<file path="src/rtl/psw_pkg.sv">
// Shared processor-status-word definitions used by the PSW owner and the branch evaluator.
package psw_pkg;

    localparam int unsigned PSW_Z  = 0;
    localparam int unsigned PSW_N  = 1;
    localparam int unsigned PSW_V  = 2;
    localparam int unsigned PSW_IE = 3;
    localparam int unsigned PSW_W  = 4;

    localparam logic [PSW_W-1:0] PSW_RST = 4'b0000;

    typedef struct packed {
        logic ie;
        logic v;
        logic n;
        logic z;
    } psw_t;

endpackage

</file>
<file path="src/rtl/psw_stack.sv">
// Parameterized LIFO for saved PSW contexts; overflow/underflow requests are silently ignored.
module psw_stack #(
    parameter int unsigned DEPTH = 4,
    parameter int unsigned W     = 4
) (
    input  logic                         clk,
    input  logic                         rst_n,
    input  logic                         push,
    input  logic                         pop,
    input  logic [W-1:0]                 din,
    output logic [W-1:0]                 dout,
    output logic [$clog2(DEPTH+1)-1:0]   depth,
    output logic                         full,
    output logic                         empty
);

    localparam int unsigned DW = $clog2(DEPTH + 1);
    localparam int unsigned AW = (DEPTH > 1) ? $clog2(DEPTH) : 1;

    logic [W-1:0]  mem [DEPTH];
    logic [DW-1:0] depth_q, depth_d, top;
    logic          full_q, empty_q;
    logic          do_push, do_pop;

    always_comb begin
        do_push = push && !full_q;
        do_pop  = pop && !push && !empty_q;
        depth_d = depth_q;
        if (do_push) begin
            depth_d = depth_q + DW'(1);
        end else if (do_pop) begin
            depth_d = depth_q - DW'(1);
        end
        top = depth_q - DW'(1);
    end

    // Storage needs no reset: only slots below depth are ever read meaningfully.
    always_ff @(posedge clk) begin
        if (do_push) begin
            mem[AW'(depth_q)] <= din;
        end
    end

    always_ff @(posedge clk or negedge rst_n) begin
        if (!rst_n) begin
            depth_q <= '0;
            full_q  <= 1'b0;
            empty_q <= 1'b1;
        end else begin
            depth_q <= depth_d;
            full_q  <= (depth_d == DW'(DEPTH));
            empty_q <= (depth_d == '0);
        end
    end

    assign dout  = mem[AW'(top)];
    assign depth = depth_q;
    assign full  = full_q;
    assign empty = empty_q;

endmodule

</file>
<file path="src/rtl/psw_unit.sv">
// Processor status word owner: flag capture, interrupt-enable control and
// save/restore of the PSW across interrupt entry and RTI.
module psw_unit
    import psw_pkg::*;
#(
    parameter int unsigned STACK_DEPTH = 4
) (
    input  logic                               clk,
    input  logic                               rst_n,
    input  logic                               zr_EX,
    input  logic                               neg_EX,
    input  logic                               ov_EX,
    input  logic [2:0]                         flag_upd_EX,
    input  logic                               ei_EX,
    input  logic                               di_EX,
    input  logic                               rti_EX,
    input  logic                               stall_EX,
    input  logic                               flush_EX,
    input  logic                               int_ack,
    output logic [3:0]                         PSW,
    output logic                               int_en,
    output logic [$clog2(STACK_DEPTH+1)-1:0]   depth,
    output logic                               stk_full,
    output logic                               stk_empty,
    output logic                               psw_err
);

    localparam int unsigned FLAG_W = PSW_W - 1;

    psw_t              psw_q, psw_d;
    logic              err_q, err_d;
    logic              cmd_valid, ei_v, di_v, rti_v;
    logic [FLAG_W-1:0] alu_flags, cur_flags, next_flags;
    logic              next_ie;
    logic              push, pop;
    psw_t              push_val;
    logic [PSW_W-1:0]  stk_dout;

    // Next-state: int_ack beats a valid rti, which beats the ordinary update.
    always_comb begin
        cmd_valid = !stall_EX && !flush_EX;
        ei_v      = cmd_valid && ei_EX;
        di_v      = cmd_valid && di_EX;
        rti_v     = cmd_valid && rti_EX;
        alu_flags = {ov_EX, neg_EX, zr_EX};
        cur_flags = {psw_q.v, psw_q.n, psw_q.z};
        for (int i = 0; i < int'(FLAG_W); i++) begin
            next_flags[i] = (cmd_valid && flag_upd_EX[i]) ? alu_flags[i] : cur_flags[i];
        end

        next_ie = psw_q.ie;
        if (ei_v && !di_v) begin
            next_ie = 1'b1;
        end else if (di_v && !ei_v) begin
            next_ie = 1'b0;
        end

        psw_d    = psw_t'({next_ie, next_flags});
        push_val = psw_t'({psw_q.ie, next_flags});
        push     = 1'b0;
        pop      = 1'b0;
        err_d    = ei_v && di_v;

        if (int_ack) begin
            psw_d = psw_t'({1'b0, next_flags});
            push  = !stk_full;
            if (stk_full || rti_v) begin
                err_d = 1'b1;
            end
        end else if (rti_v) begin
            if (stk_empty) begin
                psw_d = psw_t'({1'b1, cur_flags});
                err_d = 1'b1;
            end else begin
                psw_d = psw_t'(stk_dout);
                pop   = 1'b1;
            end
        end
    end

    always_ff @(posedge clk or negedge rst_n) begin
        if (!rst_n) begin
            psw_q <= psw_t'(PSW_RST);
            err_q <= 1'b0;
        end else begin
            psw_q <= psw_d;
            err_q <= err_d;
        end
    end

    psw_stack #(
        .DEPTH (STACK_DEPTH),
        .W     (PSW_W)
    ) u_stack (
        .clk   (clk),
        .rst_n (rst_n),
        .push  (push),
        .pop   (pop),
        .din   (push_val),
        .dout  (stk_dout),
        .depth (depth),
        .full  (stk_full),
        .empty (stk_empty)
    );

    assign PSW     = psw_q;
    assign int_en  = psw_q.ie;
    assign psw_err = err_q;

endmodule

</file>
<file path="config.mk">
export PLATFORM = sky130hd
export DESIGN_NAME = psw_unit
export DESIGN_NICKNAME = d
export VERILOG_FILES = /design/src/rtl/psw_pkg.sv /design/src/rtl/psw_stack.sv /design/src/rtl/psw_unit.sv
export SDC_FILE = /design/constraint.sdc
export NUM_CORES = 1
export LEC_CHECK = 0
export ABC_CLOCK_PERIOD_IN_PS = 4450
export CAP_MARGIN = 25
export CORE_UTILIZATION = 54
export CTS_CLUSTER_SIZE = 8
export DETAILED_ROUTE_END_ITERATION = 8
export HOLD_SLACK_MARGIN = 0.12
export PLACE_DENSITY = 0.83
export SLEW_MARGIN = 30
export SYNTH_ARGS = -nofsm -noshare
export SYNTH_HDL_FRONTEND = slang
export SYNTH_SLANG_ARGS = --single-unit
</file>
<file path="constraint.sdc">
create_clock -name clk -period 4.45 [get_ports clk]
set_clock_uncertainty 0.2 [all_clocks]
set_input_delay 0.6675 -clock clk [delete_from_list [all_inputs] [get_ports clk]]
set_output_delay 0.6675 -clock clk [all_outputs]
set_load 0.02 [all_outputs]
</file>
# After elaboration in Yosys (flattened, before gate mapping)
# Memories as Yosys holds them, arrays and structs flattened.
# Cells that the tools add are included.
# Widths: inputs -> output; s select.
[totals]
register_bits = 10
ram_bits = 16
inputBits = 14
out_inout_bits = 11
word_cells = 56
mem_count = 1
[mem_list]
columns = ["memory", "depth", "word_bits", "read_ports", "rd_ports_with_merged_regs", "wr", "line_no", "rtl"]
rows = [
  ["u_stack.mem", 4, 4, 1, 0, 1, "psw_stack.sv:20", "logic [W-1:0] mem [DEPTH];"],
]
[classes]
n_addsub = 2
eq_ne = 2
mux = 20
n_reduce_logical = 23
[op_table]
columns = ["op", "count"]
rows = [
  ["$mux 1", 15],
  ["$logic_and 1x1->1", 13],
  ["$mux 4", 3],
  ["$logic_not 1->1", 7],
  ["$mux 3", 2],
  ["$reduce_bool 4->1", 1],
  ["$add 3x1->3 const B", 1],
  ["$eq 3x3->1 const B", 1],
  ["$logic_not 3->1", 1],
  ["$ne 3x3->1 const B", 1],
  ["$sub 3x1->3 const B", 1],
  ["$logic_or 1x1->1", 1],
]

# Longest topological paths before layout
# Gate-level depths: netlist (run 1).
[logic_depth]
ltp_word = 10
mapped_depth = 6
mapped_depth_nobuf = 6

# By module
# From an unflattened synthesis (run 1), not the netlist that was laid out.
[unflattened]
cells_unflattened = 85
area_unflattened_um2 = 1321.3
[by_module_without_submodules]
columns = ["mod", "n_inst", "cells_per_inst", "area_each_um2", "seq_area_each_um2"]
rows = [
  ["psw_stack", 1, 50, 928.4, 606.8],
  ["psw_unit", 1, 35, 392.9, 125.1],
]

# Least setup slack after synthesis (run 1)
# No wires, ideal clock.
[synth_timing]
kind = "register to register"
startpoint = "register u_stack.depth_q[0], in the netlist u_stack.depth[0]"
endpoint = "register psw_q, in the netlist PSW[2]"
setup_time_ns = 0.125
arrival_ns = 1.777
t_required_ns = 4.125
setup_slack_ns = 2.348
stages_incl_launch_ff = 7
n_path_buf = 1
period_less_slack_ns = 2.102
path_cell_list = "dfrtp_1 -> inv_1 -> ha_1 -> buf_2 -> mux2i_1 -> o221ai_1 -> mux2_2"
[synth_between]
elab_chain_len = 5
[synth_lines]
columns = ["item", "line_no", "rtl"]
rows = [
  ["from (decl)", "psw_stack.sv:21", "logic [DW-1:0] depth_q, depth_d, top;"],
  ["from (signal assigned)", "psw_stack.sv:50", "depth_q <= depth_d;"],
  ["$sub 3x1->3", "-", ""],
  ["$mem_v2 4x4", "-", ""],
  ["$mux 4", "psw_unit.sv:71", "if (stk_empty) begin"],
  ["$mux 4", "psw_unit.sv:70", "end else if (rti_v) begin"],
  ["$mux 4", "psw_unit.sv:64", "if (int_ack) begin"],
  ["to (signal assigned)", "psw_unit.sv:83", "psw_q <= psw_t'(PSW_RST);"],
  ["to (signal assigned)", "psw_unit.sv:86", "psw_q <= psw_d;"],
  ["to (decl)", "psw_unit.sv:30", "psw_t psw_q, psw_d;"],
]
# No other way between the ends. The select of a mux whose other input is x is not followed.
# A chain may end at the register's enable or synchronous reset.

# Worst setup path in the final report (run 1)
[layout_timing]
startpoint = "register u_stack.empty_q, in the netlist u_stack.empty"
endpoint = "output stk_empty"
[layout_rtl]
columns = ["item", "line_no", "rtl"]
rows = [
  ["from (decl)", "psw_stack.sv:22", "logic full_q, empty_q;"],
  ["from (signal assigned)", "psw_stack.sv:52", "empty_q <= (depth_d == '0);"],
  ["to (decl)", "psw_unit.sv:24", "output logic stk_empty,"],
]
# No word-level cell between the ends.

==> results_dict.tcl, run 1 <==
set metrics [dict create \
    hold_viol_final 0 \
    port_buffers 24 \
    cap_viol_max_count 0 \
    cp_num_buf_inv 1 \
    gp_congestion 0.8445 \
    dieArea_um2 2612 \
    design_area_um2 1583 \
    synthSimpleGateAreaFrac_pct 13.45 \
    drtPass1Iterations 4 \
    ys_seq_area_share_pct 56.20 \
    syn_area_um2 1302 \
    numCtsBuffers 3 \
    grt_pass1_wl_mm 4.312 \
    max_freq_mhz 400.2 \
    synth.area.mux_share_pct 11.53 \
    drc_errors 0 \
    min_path_type "reg2reg" \
    synth-compound-area-share_pct 9.606 \
    ant_nets 0 \
    drt_wl_total_mm 2.745 \
    clk_latency_ps 310 \
    start_kind "register" \
    dieHeight_um 51.11 \
    tns_ps 0 \
    regToRegSetupSlack_ps 2090 \
    grt_max_degree 15 \
    worstPathRequired_ps 3580 \
    status "finished clean" \
    critical_path.top_delay_family "flip-flops" \
    rsz0062_at_grt "no" \
    root_buffer "clkbuf_4" \
    start_util_pct 58.32 \
    drv_slew 0 \
    num_rows 17 \
    area_delta_synth_final_pct 21.52 \
    tightest_slew_ps 576.6 \
    path_clk_slew_ps 140 \
    fin_crit_sh_pct 56.16 \
    worst_path_max_delay_cell "dfstp_2" \
    synth_fa_ha_area_share_pct 5.764 \
    grt_overflow 0 \
    grt_pass1_vias 902 \
    pwr_density_cell_nw_per_um2 606.3 \
    detail_route.iter0.violations 21 \
    via_count 888 \
    hpwl_mm 2.085 \
    layout.filler_cells 171 \
    core_area_um2 2233 \
    multiInputGateArea_um2 534.3 \
    syn_nets 117 \
    yosys.cell_types.count 40 \
    drive_gt1_share_pct 11.57 \
    power.leakage_uw 0.0006079 \
    ys_warn_count 0 \
    synth_seq_cells 26 \
    grt_antenna_before_repair 0 \
    cts_sinks 26 \
    crit_path_max_incr_delay_ps 680 \
    cts_max_path_buffers 2 \
    crit_path_cell_trace "clkdlybuf4s50_1" \
    synth_xor_area_share_pct 0.6724 \
    cp.arrival_ps 1630 \
    cp-end-kind "output port" \
    finalSetupViolations 0 \
    slew-limit-headroom_pct 61.02 \
    final_nets 142 \
    peakVddDrop_v 0.0004664 \
    seq_area_um2 732.0 \
    cts_tree "yes" \
    io_pins 25 \
    num_antenna_cells 0 \
    place_area_um2 1556 \
    post-cts-setup-buffer-count 0 \
    fin_crit_ps 2499 \
    cts-resized-gates 0 \
    syn_inst 97 \
    syn_avg_cell_area_um2 13.43 \
    crit_type "reg2out" \
    htreeDepth 1 \
    synth_top_family_by_area "simple AND/OR/NAND/NOR gates" \
    die_w_um 51.11 \
    critPathMaxFanout 12 \
    grt_usage_pct 23.46 \
    hold_buffers 0 \
    wl_per_cell_um 18.42 \
    via_per_inst 5.960 \
]
-- sequential cells by signal (all words and copies together), names as in the netlist --
signal	flops
u_stack.empty	1
u_stack.depth	3
psw_err	1
int_en	1
PSW	3
u_stack.full	1
u_stack.mem	16
-- cells by family after synthesis --
logic type,after synthesis
compound gates,16
xor+xnor,1
fa+ha+maj,6
buf+inv,8
flops,26
mux,13
simple gates,27
-- Yosys cell counts --
cell,instances,area [um2]
o211ai_1,2,15.01
or2b_1,1,7.510
nand2b_1,1,6.260
clkbuf_1,1,3.750
mux2i_1,6,60.06
xnor2_1,1,8.760
a32oi_1,1,8.760
nor4b_1,1,8.760
nand2_1,3,11.26
dfrtp_1,9,225.2
and2b_1,1,7.510
nor2b_1,3,18.77
a31o_2,1,8.760
a211oi_1,1,7.510
nor2_1,2,7.510
or4b_1,1,10.01
edfxtp_1,16,480.5
or3_1,1,6.260
and4b_1,1,10.01
mux2_2,6,67.56
ha_1,6,75.07
or2_2,1,6.260
o21ai_0,1,5.000
and2_1,6,37.54
a221oi_1,2,17.52
dfstp_2,1,26.28
inv_1,4,15.01
o221ai_1,3,26.28
a21oi_1,1,5.000
a31oi_1,1,6.260
o2111ai_1,1,8.760
a2bb2oi_1,1,8.760
buf_4,1,7.510
nor3_1,1,5.000
mux4_2,1,22.52
buf_2,1,5.000
nor3b_1,3,22.52
o21bai_1,1,7.510
clkbuf_2,1,5.000
and3b_2,1,10.01
-- layout by cell type, fill, tap and decap left out, types with 2 or more instances in the layout --
cell type / netlist / final
mux2i_1: 6 / 6
nor3b_1: 3 / 3
o221ai_1: 3 / 3
nor2_1: 2 / 2
a221oi_1: 2 / 2
dfrtp_1: 9 / 9
clkdlybuf4s50_1: 0 / 24
nor2b_1: 3 / 3
nand2_1: 3 / 3
and2_1: 6 / 6
ha_1: 6 / 6
clkbuf_4: 0 / 3
o211ai_1: 2 / 2
inv_1: 4 / 4
edfxtp_1: 16 / 16
mux2_2: 6 / 6
-- final timing paths --
check,start,end,cells past startpoint
max,u_stack.empty,stk_empty,1
min,int_en,u_stack.mem[1][3],0
max reg2reg,u_stack.depth[0],PSW[1],5
min reg2reg,int_en,u_stack.mem[1][3],0
max in group asynchronous,rst_n,u_stack.empty,1
min in group asynchronous,rst_n,psw_err,1
-- where the power goes --
group	switching, uW	total (uW)	internal, uW
Combinational	235	449	215
Sequential	62.9	409	347
Clock	68.0	101	32.8
-- per-layer routing --
metal / GRT usage, % / up-vias / part of all wire, %
li1: - / 419 / -
met1: 30.04 / 443 / 42
met2: 40.79 / 24 / 53
met3: 2.976 / 2 / 3.8
met4: 7.870 / 0 / 0.58
met5: 0 / - / 0
-- cell type report --
| type | instances | share of cell area [%] |
|---|---|---|
| flip-flops and latches | 26 | 46.25 |
| well taps | 28 | 2.213 |
| inverters | 4 | 0.9486 |
| clock buffers | 3 | 1.423 |
| repair buffers | 24 | 15.18 |
| multi-input cells | 63 | 33.75 |
| clock inverters | 1 | 0.2372 |
-- metrics by stage --
| stage | hold WS, ps | setup slack (ps) | std cells | total power (uW) | util [%] |
|---|---|---|---|---|---|
| after floorplan | 171.9 | 2348 | 97 | 693.5 | - |
| after global placement | 376.1 | 1868 | 145 | 844.5 | 69.69 |
| after detailed placement | 394.5 | 1809 | 145 | 861.9 | 69.69 |
| after CTS | 433.5 | 1956 | 149 | 960.7 | 70.87 |
| after global routing | 458.0 | 1901 | 149 | 1016 | 70.87 |
| final | 421.0 | 1951 | 149 | 959.7 | 70.87 |
(Power assumes the default switching activity.)
==> run 2, diff against run 1 <==
ABC_CLOCK_PERIOD_IN_PS = 2400   (was 4450)
CORE_UTILIZATION = 50   (was 54)
PLACE_DENSITY = 0.77   (was 0.83)
clock period = 2.4 ns   (was 4.45 ns; I/O delays follow)
==> run 2 against run 1 <==
Net effect: setup slack got worse by 1700 ps; routed wire length is 9.1% lower; die area is 7.7% higher; highest routed layer unchanged; final cell count is 4.0% higher; sequential share of layout area down 0.93 points; via count down 0.56%; register-to-register slack worse by 1800 ps; global-route usage is 3.6 points lower; core utilization down 5.7 points; flip-flop and latch count is the same.
==> results_dict.tcl, run 2 (synthesized netlist as in run 1, its figures left out) <==
set metrics [dict create \
    crit_type "reg2out" \
    rr_worst_depth 5 \
    regMostFlops "u_stack.mem" \
    critPathMaxFanout 12 \
    root_buffer "clkbuf_4" \
    hold_buffers 0 \
    crit_path_cell_trace "clkdlybuf4s50_1" \
    cp-end-kind "output port" \
    crit_path_max_incr_delay_ps 670 \
    num_rows 18 \
    start_util_pct 52.58 \
    worst_path_max_delay_cell "dfstp_2" \
    rsz0062_at_grt "no" \
    cts_sinks 26 \
    hold_viol_final 0 \
    cp.arrival_ps 1640 \
    regToRegSetupSlack_ps 250 \
    core_area_um2 2477 \
    grt_antenna_before_repair 0 \
    grt_pass1_vias 872 \
    status "finished clean" \
    drv_slew 0 \
    via_per_inst 5.697 \
    cts_tree "yes" \
    grt_pass1_wl_mm 3.857 \
    drc_errors 0 \
    largest_reg_flops 16 \
    numCtsBuffers 3 \
    tns_ps 0 \
    power.leakage_uw 0.0006276 \
    hpwl_mm 1.901 \
    fin_crit_ps 2196 \
    htreeDepth 1 \
    grt_overflow 0 \
    post-cts-setup-buffer-count 0 \
    critical_path.top_delay_family "flip-flops" \
    cts_max_path_buffers 2 \
    gp_congestion 0.7748 \
    final_common_cell "clkdlybuf4s50_1" \
    r2r-start "u_stack.depth[1]" \
    fin_crit_sh_pct 91.49 \
    detail_route.iter0.violations 9 \
    pwr_density_cell_nw_per_um2 1111 \
    start_kind "register" \
    area_delta_synth_final_pct 24.02 \
    drtPass1Iterations 4 \
    drt_wl_total_mm 2.494 \
    hold_slack_ps 134.3 \
    tightest_slew_ps 456.5 \
    wl_per_cell_um 16.09 \
    grt_max_degree 15 \
    peakVddDrop_v 0.0009085 \
    via_count 883 \
    path_clk_slew_ps 140 \
    min_path_type "in2async" \
    max_freq_mhz 455.4 \
    final_cell_mix "24 x clkdlybuf4s50_1, 16 x edfxtp_1, 9 x dfrtp_1" \
    io_pins 25 \
    clk_latency_ps 320 \
    cp_num_buf_inv 1 \
    num_antenna_cells 0 \
    slew-limit-headroom_pct 69.47 \
    cts-resized-gates 0 \
    dieHeight_um 53.04 \
    drive_gt1_share_pct 14.40 \
    grt_usage_pct 19.89 \
    cap_viol_max_count 0 \
    dieArea_um2 2813 \
    worstPathRequired_ps 1840 \
    ant_nets 0 \
    r2r-end "PSW[1]" \
    final_nets 146 \
    finalSetupViolations 0 \
    die_w_um 53.04 \
    port_buffers 24 \
]
[run 2: layer usage]
| layer | wire [um] | part of all wire, % | global-route usage, % |
|---|---|---|---|
| met5 | 0 | 0 | 0 |
| met1 | 1104 | 44 | 24.95 |
| met2 | 1264 | 51 | 34.39 |
| met4 | 30 | 1.2 | 7.895 |
| met3 | 94 | 3.8 | 2.586 |
[run 2: layout make-up]
cell class / count / area (um2)
sequential: 26 / 732.0
inverter: 4 / 15.01
clock inverter: 1 / 3.754
multi-input combinational: 63 / 534.3
tap: 30 / 37.54
timing repair buffer: 28 / 270.3
clock buffer: 3 / 22.52
fill: 197 / 862.1
[run 2: stage by stage]
step                      util, %  power [uW]  cell area (um2)  cells  worst slack, ps
after floorplan                 -        1286             1303     97            298.5
after global placement      64.14        1599             1589    151            156.9
after detailed placement    64.14        1624             1589    151            78.65
after CTS                   65.20        1808             1615    155            202.5
after global routing        65.20        1908             1615    155            117.9
final                       65.20        1795             1615    155            204.3
[run 2: worst max-delay path by stage]
stage / slack (ps) / startpoint / to / cells after the start
6_report: 200 / u_stack.empty / stk_empty / 1
5_1_grt: 120 / u_stack.depth[1] / PSW[0] / 5
4_1_cts: 200 / u_stack.empty / stk_empty / 1
3_5_place_dp: 80 / stall_EX / u_stack.full / 4
3_3_place_gp: 160 / stall_EX / int_en / 6
2_1_floorplan: 300 / u_stack.depth[0] / PSW[2] / 6
[run 2: worst register-to-register path: stages (launching register included)]
cell	delay, ps
dfrtp_1	460
inv_1	110
ha_1	570
mux2i_1	280
o221ai_1	150
mux2_2	280
[run 2: report_power, final]
group / switching, uW / leakage [uW] / total [uW] / internal [uW]
clock: 124 / 0.0000154 / 185 / 60.9
combinational: 451 / 0.000343 / 874 / 423
sequential: 92.8 / 0.000270 / 735 / 643
==> edit 1, RTL diff (config.mk and constraints of run 2) <==
The parameter `STACK_DEPTH` goes from 4 to 8.
--- a/src/rtl/psw_unit.sv
+++ b/src/rtl/psw_unit.sv
@@ -5,3 +5,3 @@
 #(
-    parameter int unsigned STACK_DEPTH = 4
+    parameter int unsigned STACK_DEPTH = 8
 ) (
Ports: changed (resized depth); port bits go from 25 to 26. The function was not compared with the original's and may differ.
==> edit 1 against run 2 <==
  * Critical path depth grew 1
  * Global-route usage up 1.6 points
  * Routed wire length rose by 65%
  * Worst setup slack better by 0.023 ns
  * Area after synthesis increased by 57%
  * Sequential cell count up 17
  * Final area increased by 55%
  * Total power up 76%
  * Register-to-register slack better by 0.04 ns
  * Count of clock-buffer cells in the layout rose by 2
  * Critical endpoint is now depth[0]
  * Largest cell class unchanged
==> edit 1: results (changes against run 2) <==
yosysSeqAreaShare_pct: 60.6  # +4.4 points
yosys-mux-area-fraction_pct: 12.9  # +1.4 points
crit_start: "u_stack.depth[0]"
status: "finished, final reports clean"
root_buffer: "clkbuf_8"
vdd_drop_max_v: 0.000570  # -37%
cp_top_family: "buffers and inverters"
seqAreaFraction_pct: 49.5  # +4.2 points
crit_fanout: 18  # +6
r2r_start: "u_stack.depth[0]"
cts_buffers: 5  # +2
wl_mm: 4.12  # +65%
buffer_area_share_pct: 13.3  # -3.4 points
multi_input_area_share_pct: 29.6  # -3.4 points
numPortBuffers: 25  # +4.2%
first_iter_violations: 146  # +137
cp_data_arrival_time_ns: 1.61  # -0.03 ns
clk_share_pct: 4.51  # +2.9 points
grt_start_max_net_pins: 19  # +4
largest_reg_flops: 32  # +16
crit_end: "depth[0]"
synth-compound-area-share_pct: 7.05  # -2.6 points
wl_met3_um: 271  # +190%
place_ws_ns: 0.0259  # -0.0527 ns
vias_per_cell: 5.91  # +3.8%
place_area_um2: 2390  # +50%
[edit 1: changes by cell type after synthesis, moves of 4 or more]
| cell | delta |
|---|---|
| edfxtp_1 | +16 |
| nor2_1 | +9 |
| mux4_2 | +7 |
| nand2_1 | +7 |
| nor3_1 | +5 |
| nand3b_1 | +4 |
[edit 1: power groups by stage]
stage / Sequential, mW / Combinational, mW / Clock [mW]
floorplan: 1.24 / 0.904 / 0
global placement: 1.18 / 1.36 / 0
detailed placement: 1.20 / 1.40 / 0
CTS: 1.19 / 1.41 / 0.567
global route: 1.21 / 1.52 / 0.597
finish: 1.19 / 1.41 / 0.557
[edit 1: layer usage]
| metal | global-route usage [%] | vias to the layer above |
|---|---|---|
| li1 | - | 594 |
| met1 | 26.6 | 640 |
| met2 | 35.7 | 68 |
| met3 | 5.52 | 11 |
| met4 | 8.70 | 0 |
| met5 | 0 | - |
==> edit 2, RTL diff (settings of run 2) <==
Made on the original files. Register the output `psw_err` once more, with the module's reset; this adds one clock of latency there. The other outputs are not delayed to match.
--- a/src/rtl/psw_unit.sv
+++ b/src/rtl/psw_unit.sv
@@ -107,3 +107,9 @@
     assign int_en  = psw_q.ie;
-    assign psw_err = err_q;
+    always_ff @(posedge clk or negedge rst_n) begin
+        if (!rst_n) begin
+            psw_err <= '0;
+        end else begin
+            psw_err <= err_q;
+        end
+    end
 
Behaviour: not the same (Yosys sat finds a counterexample within 4 cycles, from zero or initial values and one cycle with rst_n low).
==> edit 2 against run 2 <==
  * Routed wire length is 4.6% higher
  * Sequential cell count is 1 higher
  * Area after synthesis is 1.9% higher
  * Worst setup slack better by 0.021 ns
  * Via count is 1.2% higher
  * Die area is 1.8% higher
  * Final area is 1.3% higher
  * Total power is 0.84% higher
  * Largest cell class unchanged
==> edit 2: results (changes against run 2) <==
vias_per_cell: 5.77  # +1.2%
largest_reg_flops: 16  # unchanged
synth_edf_count: 16  # unchanged
critPathSlowestCell: "dfstp_2"
max-slew-margin-rel_pct: 66.0  # -3.5 points
grt_pass1_vias: 875  # +0.34%
cp_data_arrival_time_ns: 1.62  # -0.02 ns
grt_start_max_net_pins: 17  # +2
wire_per_inst_um: 16.8  # +4.6%
crit_fanout: 12  # unchanged
status: "finished, final reports clean"
synth.distinct_cells: 40  # unchanged
antenna_found_initial: 0  # unchanged
htreeDepth: 1  # unchanged
top_register: "u_stack.mem"
layout.cells.non_filler: 155  # unchanged
yosysSeqAreaShare_pct: 57.0  # +0.83 points
first_iter_violations: 29  # +20
post_cts_buffers: 0  # unchanged
gp_congestion: 0.806  # +4.1%
clock_path_buffers: 2  # unchanged
grtUsageTotal_pct: 21.4  # +1.5 points
ys_async_sr_fraction_pct: 40.7  # +2.3 points
hold_class: "input port to async pin"
syn_nets: 118  # +0.85%
root_buffer: "clkbuf_4"
numPortBuffers: 24  # unchanged
r2r_slack_ns: 0.28  # +0.03 ns
synth_cells: 98  # +1.0%
vdd_drop_max_v: 0.000737  # -19%
post_cts_resized: 0  # unchanged
hpwl_mm: 1.98  # +4.4%
synth_top_cells_by_count: "16 x edfxtp_1, 10 x dfrtp_1"
synth.yosys.warnings: 0  # unchanged
drtPass1Iterations: 4  # unchanged
p_int_mw: 1.14  # +0.88%
cellLeakagePower_nw: 0.635  # +1.1%
grt_pass1_wl_mm: 4.19  # +8.6%
cts_buffers: 3  # unchanged
cp_top_family: "flip-flops"
n_antenna_cell: 0  # unchanged
synthTopCellsByArea: "edfxtp_1 36%, dfrtp_1 19%, ha_1 5.7%"
## edit 2: per-stage QoR
step	hold slack (ns)	setup slack, ns	util, %	instance area, um2
after global routing	0.170	0.161	65.5	1640
after global placement	0.142	0.140	64.3	1610
after floorplan	-0.136	0.298	-	1330
final	0.149	0.225	65.5	1640
after detailed placement	0.145	0.102	64.3	1610
after CTS	0.165	0.205	65.5	1640
## edit 2: kinds of logic after synthesis
group | Yosys count | synth area share (%)
compound gates | 16 | 9.43
xor+xnor | 1 | 0.660
fa+ha+maj | 6 | 5.65
buf+inv | 8 | 2.73
flops | 27 | 57.0
mux | 13 | 11.3
simple gates | 27 | 13.2
## edit 2: final cells by class
type                            instances  area, um2
Inverter                                4       15.0
Clock buffer                            3       22.5
Sequential cell                        27        757
Timing Repair Buffer                   27        263
Clock inverter                          1       7.51
Multi-Input combinational cell         63        534
Fill cell                             196        863
Tap cell                               30       37.5
## edit 2: worst paths after layout
kind,start,to,depth (start not counted)
max in group asynchronous,rst_n,u_stack.empty,1
setup / recovery,u_stack.empty,stk_empty,1
setup reg to reg,u_stack.depth[1],PSW[0],5
min in group clk,err_q,psw_err,0
hold reg to reg,err_q,psw_err,0
hold / removal,rst_n,PSW[0],1
## edit 2: power by group through the flow
stage               logic [mW]  registers (mW)  clock network [mW]
finish                   0.861           0.752               0.197
global route             0.941           0.770               0.222
CTS                      0.869           0.753               0.205
detailed placement       0.869           0.762                   0
global placement         0.851           0.756                   0
floorplan                0.480           0.827                   0
## edit 2: routing by layer
layer	vias to the layer above	GRT usage [%]	routed length, um
met1	446	29.1	1260
met5	-	0	0
met4	0	7.89	15
met3	2	3.45	105
li1	425	-	-
met2	21	34.0	1230
